--- config.mk ---
export PLATFORM = sky130hd
export DESIGN_NAME = pipe_stage_hs
export DESIGN_NICKNAME = d
export VERILOG_FILES = /design/src/rtl/pipe_stage_hs.sv
export SDC_FILE = /design/constraint.sdc
export NUM_CORES = 1
export LEC_CHECK = 0
export ABC_AREA = 1
export CAP_MARGIN = 20
export CORE_AREA = 5 5 93 112
export CTS_CLUSTER_DIAMETER = 150
export DETAILED_ROUTE_END_ITERATION = 6
export DIE_AREA = 0 0 98 117
export GPL_ROUTABILITY_DRIVEN = 0
export PLACE_DENSITY = 0.8
export SYNTH_ARGS = -nofsm -noshare
export SYNTH_HDL_FRONTEND = slang
export SYNTH_SLANG_ARGS = --single-unit
export TNS_END_PERCENT = 10
--- constraint.sdc ---
create_clock -name clk -period 1.9 [get_ports clk]
set_input_delay 0.38 -clock clk [delete_from_list [all_inputs] [get_ports clk]]
set_output_delay 0.38 -clock clk [all_outputs]
set_load 0.03 [all_outputs]
--- src/rtl/pipe_stage_hs.sv ---
// Purpose: valid/ready pipeline stage register with optional 2-entry skid buffer, flush-to-bubble and stall/bubble counters.
// Latency: 1 cycle from accept to out_valid; 1 entry/cycle sustained when out_ready is held high.
// Backpressure: SKID=1 drives in_ready from skid-entry state only (no out_ready path); SKID=0 drives in_ready = !out_valid || out_ready.
module pipe_stage_hs #(
    parameter int unsigned      WIDTH       = 32,
    parameter int unsigned      SKID        = 1,
    parameter int unsigned      CNT_W       = 16,
    parameter logic [WIDTH-1:0] RESET_VALUE = '0
) (
    input  logic             clk,
    input  logic             reset,
    input  logic             flush,
    input  logic             in_valid,
    output logic             in_ready,
    input  logic [WIDTH-1:0] in_data,
    output logic             out_valid,
    input  logic             out_ready,
    output logic [WIDTH-1:0] out_data,
    output logic [1:0]       occupancy,
    input  logic             cnt_clear,
    output logic [CNT_W-1:0] stall_cnt,
    output logic [CNT_W-1:0] bubble_cnt
);

    // Main entry M drives the output; skid entry S only ever holds data while M is also live.
    logic             m_vld_q, m_vld_d;
    logic             s_vld_q, s_vld_d;
    logic [WIDTH-1:0] m_dat_q, m_dat_d;
    logic [WIDTH-1:0] s_dat_q, s_dat_d;
    logic [CNT_W-1:0] stall_cnt_q, stall_cnt_d;
    logic [CNT_W-1:0] bubble_cnt_q, bubble_cnt_d;
    logic             accept;
    logic             pop;
    logic             stall_inc;
    logic             bubble_inc;

    // Ready is forced low while reset is held so nothing is offered a handshake that reset will discard.
    always_comb begin
        if (SKID != 0) begin
            in_ready = reset & ~s_vld_q;
        end else begin
            in_ready = reset & (~m_vld_q | out_ready);
        end
    end

    assign accept     = in_valid & in_ready;
    assign pop        = m_vld_q & out_ready;
    assign stall_inc  = m_vld_q & ~out_ready;
    assign bubble_inc = ~m_vld_q;

    assign out_valid  = m_vld_q;
    assign out_data   = m_dat_q;
    assign occupancy  = {1'b0, m_vld_q} + {1'b0, s_vld_q};
    assign stall_cnt  = stall_cnt_q;
    assign bubble_cnt = bubble_cnt_q;

    // Entry movement: flush kills everything (including a same-cycle accept), otherwise FIFO pop/accept.
    always_comb begin
        m_vld_d = m_vld_q;
        m_dat_d = m_dat_q;
        s_vld_d = s_vld_q;
        s_dat_d = s_dat_q;
        if (flush) begin
            m_vld_d = 1'b0;
            m_dat_d = RESET_VALUE;
            s_vld_d = 1'b0;
            s_dat_d = RESET_VALUE;
        end else if (SKID != 0) begin
            // A pop promotes the skid entry (if any) into the head slot.
            if (pop) begin
                m_vld_d = s_vld_q;
                s_vld_d = 1'b0;
                if (s_vld_q) begin
                    m_dat_d = s_dat_q;
                end
            end
            // An accept only happens with S empty; it lands in M if M frees up, else parks in S.
            if (accept) begin
                if (!m_vld_q || pop) begin
                    m_vld_d = 1'b1;
                    m_dat_d = in_data;
                end else begin
                    s_vld_d = 1'b1;
                    s_dat_d = in_data;
                end
            end
        end else begin
            if (accept) begin
                m_vld_d = 1'b1;
                m_dat_d = in_data;
            end else if (pop) begin
                m_vld_d = 1'b0;
            end
        end
    end

    // Saturating performance counters; clear wins over a same-cycle increment.
    always_comb begin
        stall_cnt_d  = stall_cnt_q;
        bubble_cnt_d = bubble_cnt_q;
        if (cnt_clear) begin
            stall_cnt_d  = '0;
            bubble_cnt_d = '0;
        end else begin
            if (stall_inc && (stall_cnt_q != {CNT_W{1'b1}})) begin
                stall_cnt_d = stall_cnt_q + CNT_W'(1);
            end
            if (bubble_inc && (bubble_cnt_q != {CNT_W{1'b1}})) begin
                bubble_cnt_d = bubble_cnt_q + CNT_W'(1);
            end
        end
    end

    // State registers with synchronous active-low reset taking priority over everything.
    always_ff @(posedge clk) begin
        if (!reset) begin
            m_vld_q      <= 1'b0;
            m_dat_q      <= RESET_VALUE;
            s_vld_q      <= 1'b0;
            s_dat_q      <= RESET_VALUE;
            stall_cnt_q  <= '0;
            bubble_cnt_q <= '0;
        end else begin
            m_vld_q      <= m_vld_d;
            m_dat_q      <= m_dat_d;
            s_vld_q      <= s_vld_d;
            s_dat_q      <= s_dat_d;
            stall_cnt_q  <= stall_cnt_d;
            bubble_cnt_q <= bubble_cnt_d;
        end
    end

endmodule

---- Yosys cells after proc, flatten, opt, wreduce, memory -nomap -nowiden ----
Cells that the tools add are included.
cells by class
  reduce and logical (&&, ||, !) cells .... 7
  add/sub/neg operators ................... 3
  eq/ne operators ......................... 2
  multiplexer cells ....................... 10
  bitwise gates (word level) .............. 9
operators with widths
  cell                     number
  $mux W32                 4
  $add A16 B1 Y16 const B  2
  $ne A16 B16 Y1 const B   2
  $mux W1                  6
  $not A1 Y1               5
  $and A1 B1 Y1            4
  $reduce_or A2 Y1         2
  $add A1 B1 Y2            1
  $logic_and A1 B1 Y1      2
  $reduce_and A2 Y1        1
  $logic_not A1 Y1         1
  $logic_or A1 B1 Y1       1
word-level totals
  bits in registers ....................... 98
  output and inout bits ................... 68
  bits of input ports ..................... 38
  logic and storage cells ................. 37

---- Depth between registers and ports, before layout ----
Gate-level depths: netlist (run 1).
  depth in word-level cells ............... 4
  depth in mapped cells ................... 9
  gate-level depth less buffers ........... 9

---- Worst setup path before layout (run 1) ----
Ideal clock, no wire load.
  path kind ............................... reg-to-reg
  from .................................... register bubble_cnt_q[0] (netlist: bubble_cnt[0])
  to ...................................... register bubble_cnt_q[13] (netlist: bubble_cnt[13])
  data arrival time ....................... 1,506 ps
  library setup time ...................... 116 ps
  clock period less this slack ............ 1,622 ps
  buffers on the path ..................... 1
  data required time ...................... 1,784 ps
  cell stages (with the launch flop) ...... 8
  slack ................................... 278 ps
  cell sequence ........................... dfxtp_1 > ha_1 > nand3_2 > nor2_4 > nand3_2 > buf_6 > a21oi_1 > nor2_1
between the ends
  word-level cells in the longest chain between the ends .. 2
  elaborated cells on any way between the ends .. 3
  those cells by class .................... add/sub: 1; eq/ne: 1; reduce/logical: 1
RTL lines
  item                                                     line  RTL
  start: declaration                                       31    logic [CNT_W-1:0] bubble_cnt_q, bubble_cnt_d;
  start signal: assignment                                 129   bubble_cnt_q <= bubble_cnt_d;
  branches (longest 2 deep; another with $add A16 B1 Y16)  -
Parallel ways; which one is timed is not known.
A chain may end at the register's enable or synchronous reset.

---- Worst setup path after layout (run 1) ----
  from .................................... register bubble_cnt_q[6] (netlist: bubble_cnt[6])
  to ...................................... output bubble_cnt[6]
RTL lines
  item              line  RTL
  end: declaration  22    output logic [CNT_W-1:0] bubble_cnt
No word-level cell between the ends.

==> results by stage, run 1 <==
Outcome:
- The run finished with clean final reports.

Power:
- IR analysis of the VDD net gives a maximum drop of 530 uV.
- The final total power is 4.41 mW.
- The cell-internal power is 3.43 mW.
- Net switching is 22.2% of the power.
- The leakage component of the power is around 2.5 nW.
- Summed over all nets, the switching power comes to 978 uW.
- The fraction of power consumed by the clock network is 44.6%.
- In this run the power density over the cells is 736 nW/um^2.
- Combinational logic is responsible for 7.8% of the overall power.
- Sequential cells burn a little under half of the power.

Synthesis:
- The synthesized net count is 636.
- The dominant synthesized flop cell is sky130_fd_sc_hd__dfxtp_1.
- Of the total synthesized cell area, the portion taken by AND, OR, NAND and NOR gates is between 20% and 30%.
- The distinct cell type count of the synthesized netlist is 26.
- Synthesis produced 595 cells.
- The multiplexer share of the synthesized area is 7.13%.
- After synthesis the netlist holds a flip-flop and latch count of 98.
- The adder-cell share of the synthesized area is 0.835%.
- The Yosys step of the flow raised 0 warnings.
- The synthesized design contains 0 enable-type register cells.
- After synthesis the cells add up to 4490 um^2.
- The dominant combinational cell family by area after synthesis is simple AND/OR/NAND/NOR gates.
- The mean cell area of the mapped netlist is roughly 7.6 um^2.
- Summing the areas of all compound-gate instances in the mapped netlist gives 14.0% of the synthesized area.
- The synthesized-area fraction occupied by xor and xnor cells is 0%.
- The share of async-settable or async-resettable flops after synthesis is 0%.
- Sequential cells were found to cover 43.7% of the synthesized design area.

GRT:
- Across every metal layer, demand over resource in global routing totals between 10% and 20%.
- The sum of overflow across all layers after global routing is 0.
- The via count of the first global-routing pass is 4059.
- The number of antenna violations at the first check in global routing is 0.
- Entering global routing, the biggest net connects 66 pins.
- The first global-routing pass estimated 18.5 mm of wire.

Cells and area:
- The antenna diode count is 0.
- The net count reported at finish is 735.
- The most common library cell in the layout ignoring fill and taps is sky130_fd_sc_hd__nor2_1.
- The library cells used most frequently in the layout, excluding fill and tap cells, are sky130_fd_sc_hd__nor2_1 (145), sky130_fd_sc_hd__dfxtp_1 (98), sky130_fd_sc_hd__clkdlybuf4s50_1 (98), sky130_fd_sc_hd__nand2_1 (73), sky130_fd_sc_hd__o21ai_0 (62).
- The area added between synthesis and finish is 33.4%.
- The number of filler instances in the final layout is 818.
- Of the cells placed in the final design, the portion with a size suffix greater than 1 is ~8.0%.

Drt:
- The highest routed metal layer is met4.
- The number of search-and-repair iterations in the first detailed-routing pass is 4.
- In the final routed layout, each cell accounts on average for 13.3 um.
- Summed over all layers, the routed wires come to 10.9 mm.
- In the routed design, unresolved DRC markers number 0.
- The number of nets with antenna violations after routing is 0.
- The wire length on met3 is 741 um.
- Detailed routing placed a total of 5.46 mm of wire on met2.
- The average vias per placed instance is 5.17.
- In this run, the number of DRC markers left after iteration 0 of detailed routing was 184.
- The via count is 4248.
- In the final routing, the length of wire on met1 measures 4.64 mm.

Timing:
- In the finished design, the share of the clock period the worst path needs comes to between 90% and 100%.
- The normalized max-slew margin is 76.9%.
- The total negative slack for setup checks is 0 ns.
- At the pin with the least slew margin, the transition time is 0.344 ns.
- Across the routed clock network, the largest skew measured is 0.00671 ns.
- The total setup violations reported at the end of the flow is 0.
- The highest clock rate is 541 MHz.
- The final-report hold violation count is 0.
- The number of max-slew violations in the final report was 0.
- The final critical-path required period is roughly 1.8 ns.
- Setup repair after global routing left no endpoint under its margin.

Setup path:
- Along the worst path, the maximum fanout reaches 5.
- Counting both buffers and inverters, the worst setup path holds a total of 1.
- The arrival time at the worst endpoint is 1.47 ns.
- Walking the worst path, the cells encountered are clkdlybuf4s50_1.
- The kind of end point of the critical path is an output pin.
- For this design, the slowest cell found on the critical path is sky130_fd_sc_hd__clkdlybuf4s50_1.
- The critical path's largest stage delay is 0.71 ns.
- The element type at the critical path start is a register.
- Grouping stages by cell kind, the critical path spends the most delay in buffers and inverters.
- The worst endpoint required time is approximately 1.5 ns.
- The class of the most critical setup path is reg2out.

Placed design:
- During placement, the flow inserted port buffers numbering 105.
- The detailed placer's ending HPWL is 7.70 mm.

Floorplan:
- The initial core utilization is between 40 and 50%.
- The number of top-level pins is approximately 110.
- The area enclosed by the die boundary is 11500 um^2.
- The die is 98 um wide.
- The number of rows in the core area is 39.
- The die span in y is ~120 um.
- The area inside the core boundary is 9320 um^2.

Min path:
- The worst hold-check path type is reg2reg.

CTS:
- The H-tree depth reported by CTS is 3.
- The CTS buffer count is 9.
- The clock tree from TritonCTS is built.
- The number of hold buffers added after cts is 0.
- Counting along the longest clock path gives a buffer depth of 2.
- The tree built by TritonCTS fans out to just under 100 sinks.
- The later-pin clock latency in the skew report is 0.34 ns.
- The post-CTS clock slew at the launch and capture registers of the worst setup and hold paths is approximately 0.070 ns.
- The clock root buffer is sky130_fd_sc_hd__clkbuf_16.

Flow run:
- The max-cap violation count is 0.
[state kept, by name, indices dropped and copies added, names as in the netlist]
name	count
bubble_cnt	16
stall_cnt	16
s_vld_q	1
out_data	32
s_dat_q	32
out_valid	1
[worst min-delay path: cells and delay by family, from the launching register on]
kind	cells	cell delay (ns)
simple gates	1	0.07
flops	1	0.34
compound gates	1	0.07
[what timing repair did]
item,4_1_cts,5_1_grt
endpoints found under the setup margin,1,4
buffers inserted,0,0
gates resized for setup,1,4
[layout make-up]
type	count	area (um^2)	share of cell area [%]
inverters	31	116	1.94
well taps	123	154	2.57
clock inverters	6	88.8	1.48
multi-input cells	438	2240	37.3
flip-flops and latches	98	1960	32.7
clock buffers	10	239	3.99
repair buffers	116	1200	20.0
[cells in the mapped netlist (all sizes together), types with 3 or more instances]
library cell	count	area, um^2
nand3	32	195
nor3	3	15.0
o21ai	69	345
clkbuf	5	18.8
nand2	80	332
nand3b	3	22.5
inv	31	116
mux2i	32	320
a21oi	53	265
buf	23	168
nor2	156	651
nand4	4	25.0
dfxtp	98	1960
ha	3	37.5
[kinds of logic after synthesis]
| family | after synthesis |
|---|---|
| flops | 98 |
| fa+ha+maj | 3 |
| mux | 32 |
| buf+inv | 59 |
| simple gates | 278 |
| compound gates | 125 |
[routing by layer]
layer / up-vias / GRT usage [%]
met5: - / 0
met2: 114 / 36.3
li1: 2152 / -
met3: 10 / 5.63
met4: 0 / 4.71
met1: 1972 / 21.8
[through the flow]
| step | instances | util, % | hold WS (ns) | cell area, um^2 | setup slack, ns |
|---|---|---|---|---|---|
| detailed placement | 806 | 60.7 | 0.490 | 5660 | 0.0264 |
| floorplan | 595 | - | 0.463 | 4490 | 0.278 |
| global route | 822 | 64.3 | 0.535 | 6000 | 0.00481 |
| CTS | 822 | 64.2 | 0.507 | 5990 | 0.0103 |
| global placement | 806 | 60.7 | 0.476 | 5660 | 0.0533 |
| finish | 822 | 64.3 | 0.506 | 6000 | 0.0510 |
[worst paths after layout]
kind | startpoint | end | slack, ns | cells after the start
setup reg to reg | bubble_cnt[0] | bubble_cnt[13] | 0.32 | 6
hold reg to reg | s_dat_q[27] | s_dat_q[27] | 0.51 | 2
hold / removal | s_dat_q[27] | s_dat_q[27] | 0.51 | 2
setup / recovery | bubble_cnt[6] | bubble_cnt[6] | 0.05 | 1
[power by group through the flow]
stage                     Clock (mW)  Sequential [mW]  Combinational (mW)
after global placement             0             2.15               0.339
after global routing            2.11             2.10               0.373
after detailed placement           0             2.15               0.347
after CTS                       2.01             2.10               0.348
final                           1.97             2.10               0.344
after floorplan                    0             2.19               0.122
Note: power is estimated with default switching activity, not from simulation.
==> inputs of run 2 (changes only) <==
--- a/config.mk
+++ b/config.mk
@@ -16,4 +16,4 @@
 export SYNTH_ARGS = -nofsm -noshare
 export SYNTH_HDL_FRONTEND = slang
 export SYNTH_SLANG_ARGS = --single-unit
-export TNS_END_PERCENT = 10
+export TNS_END_PERCENT = 1
==> results of run 2 <==
Same layout as run 1: the final DEF is identical, and so are final timing and power.
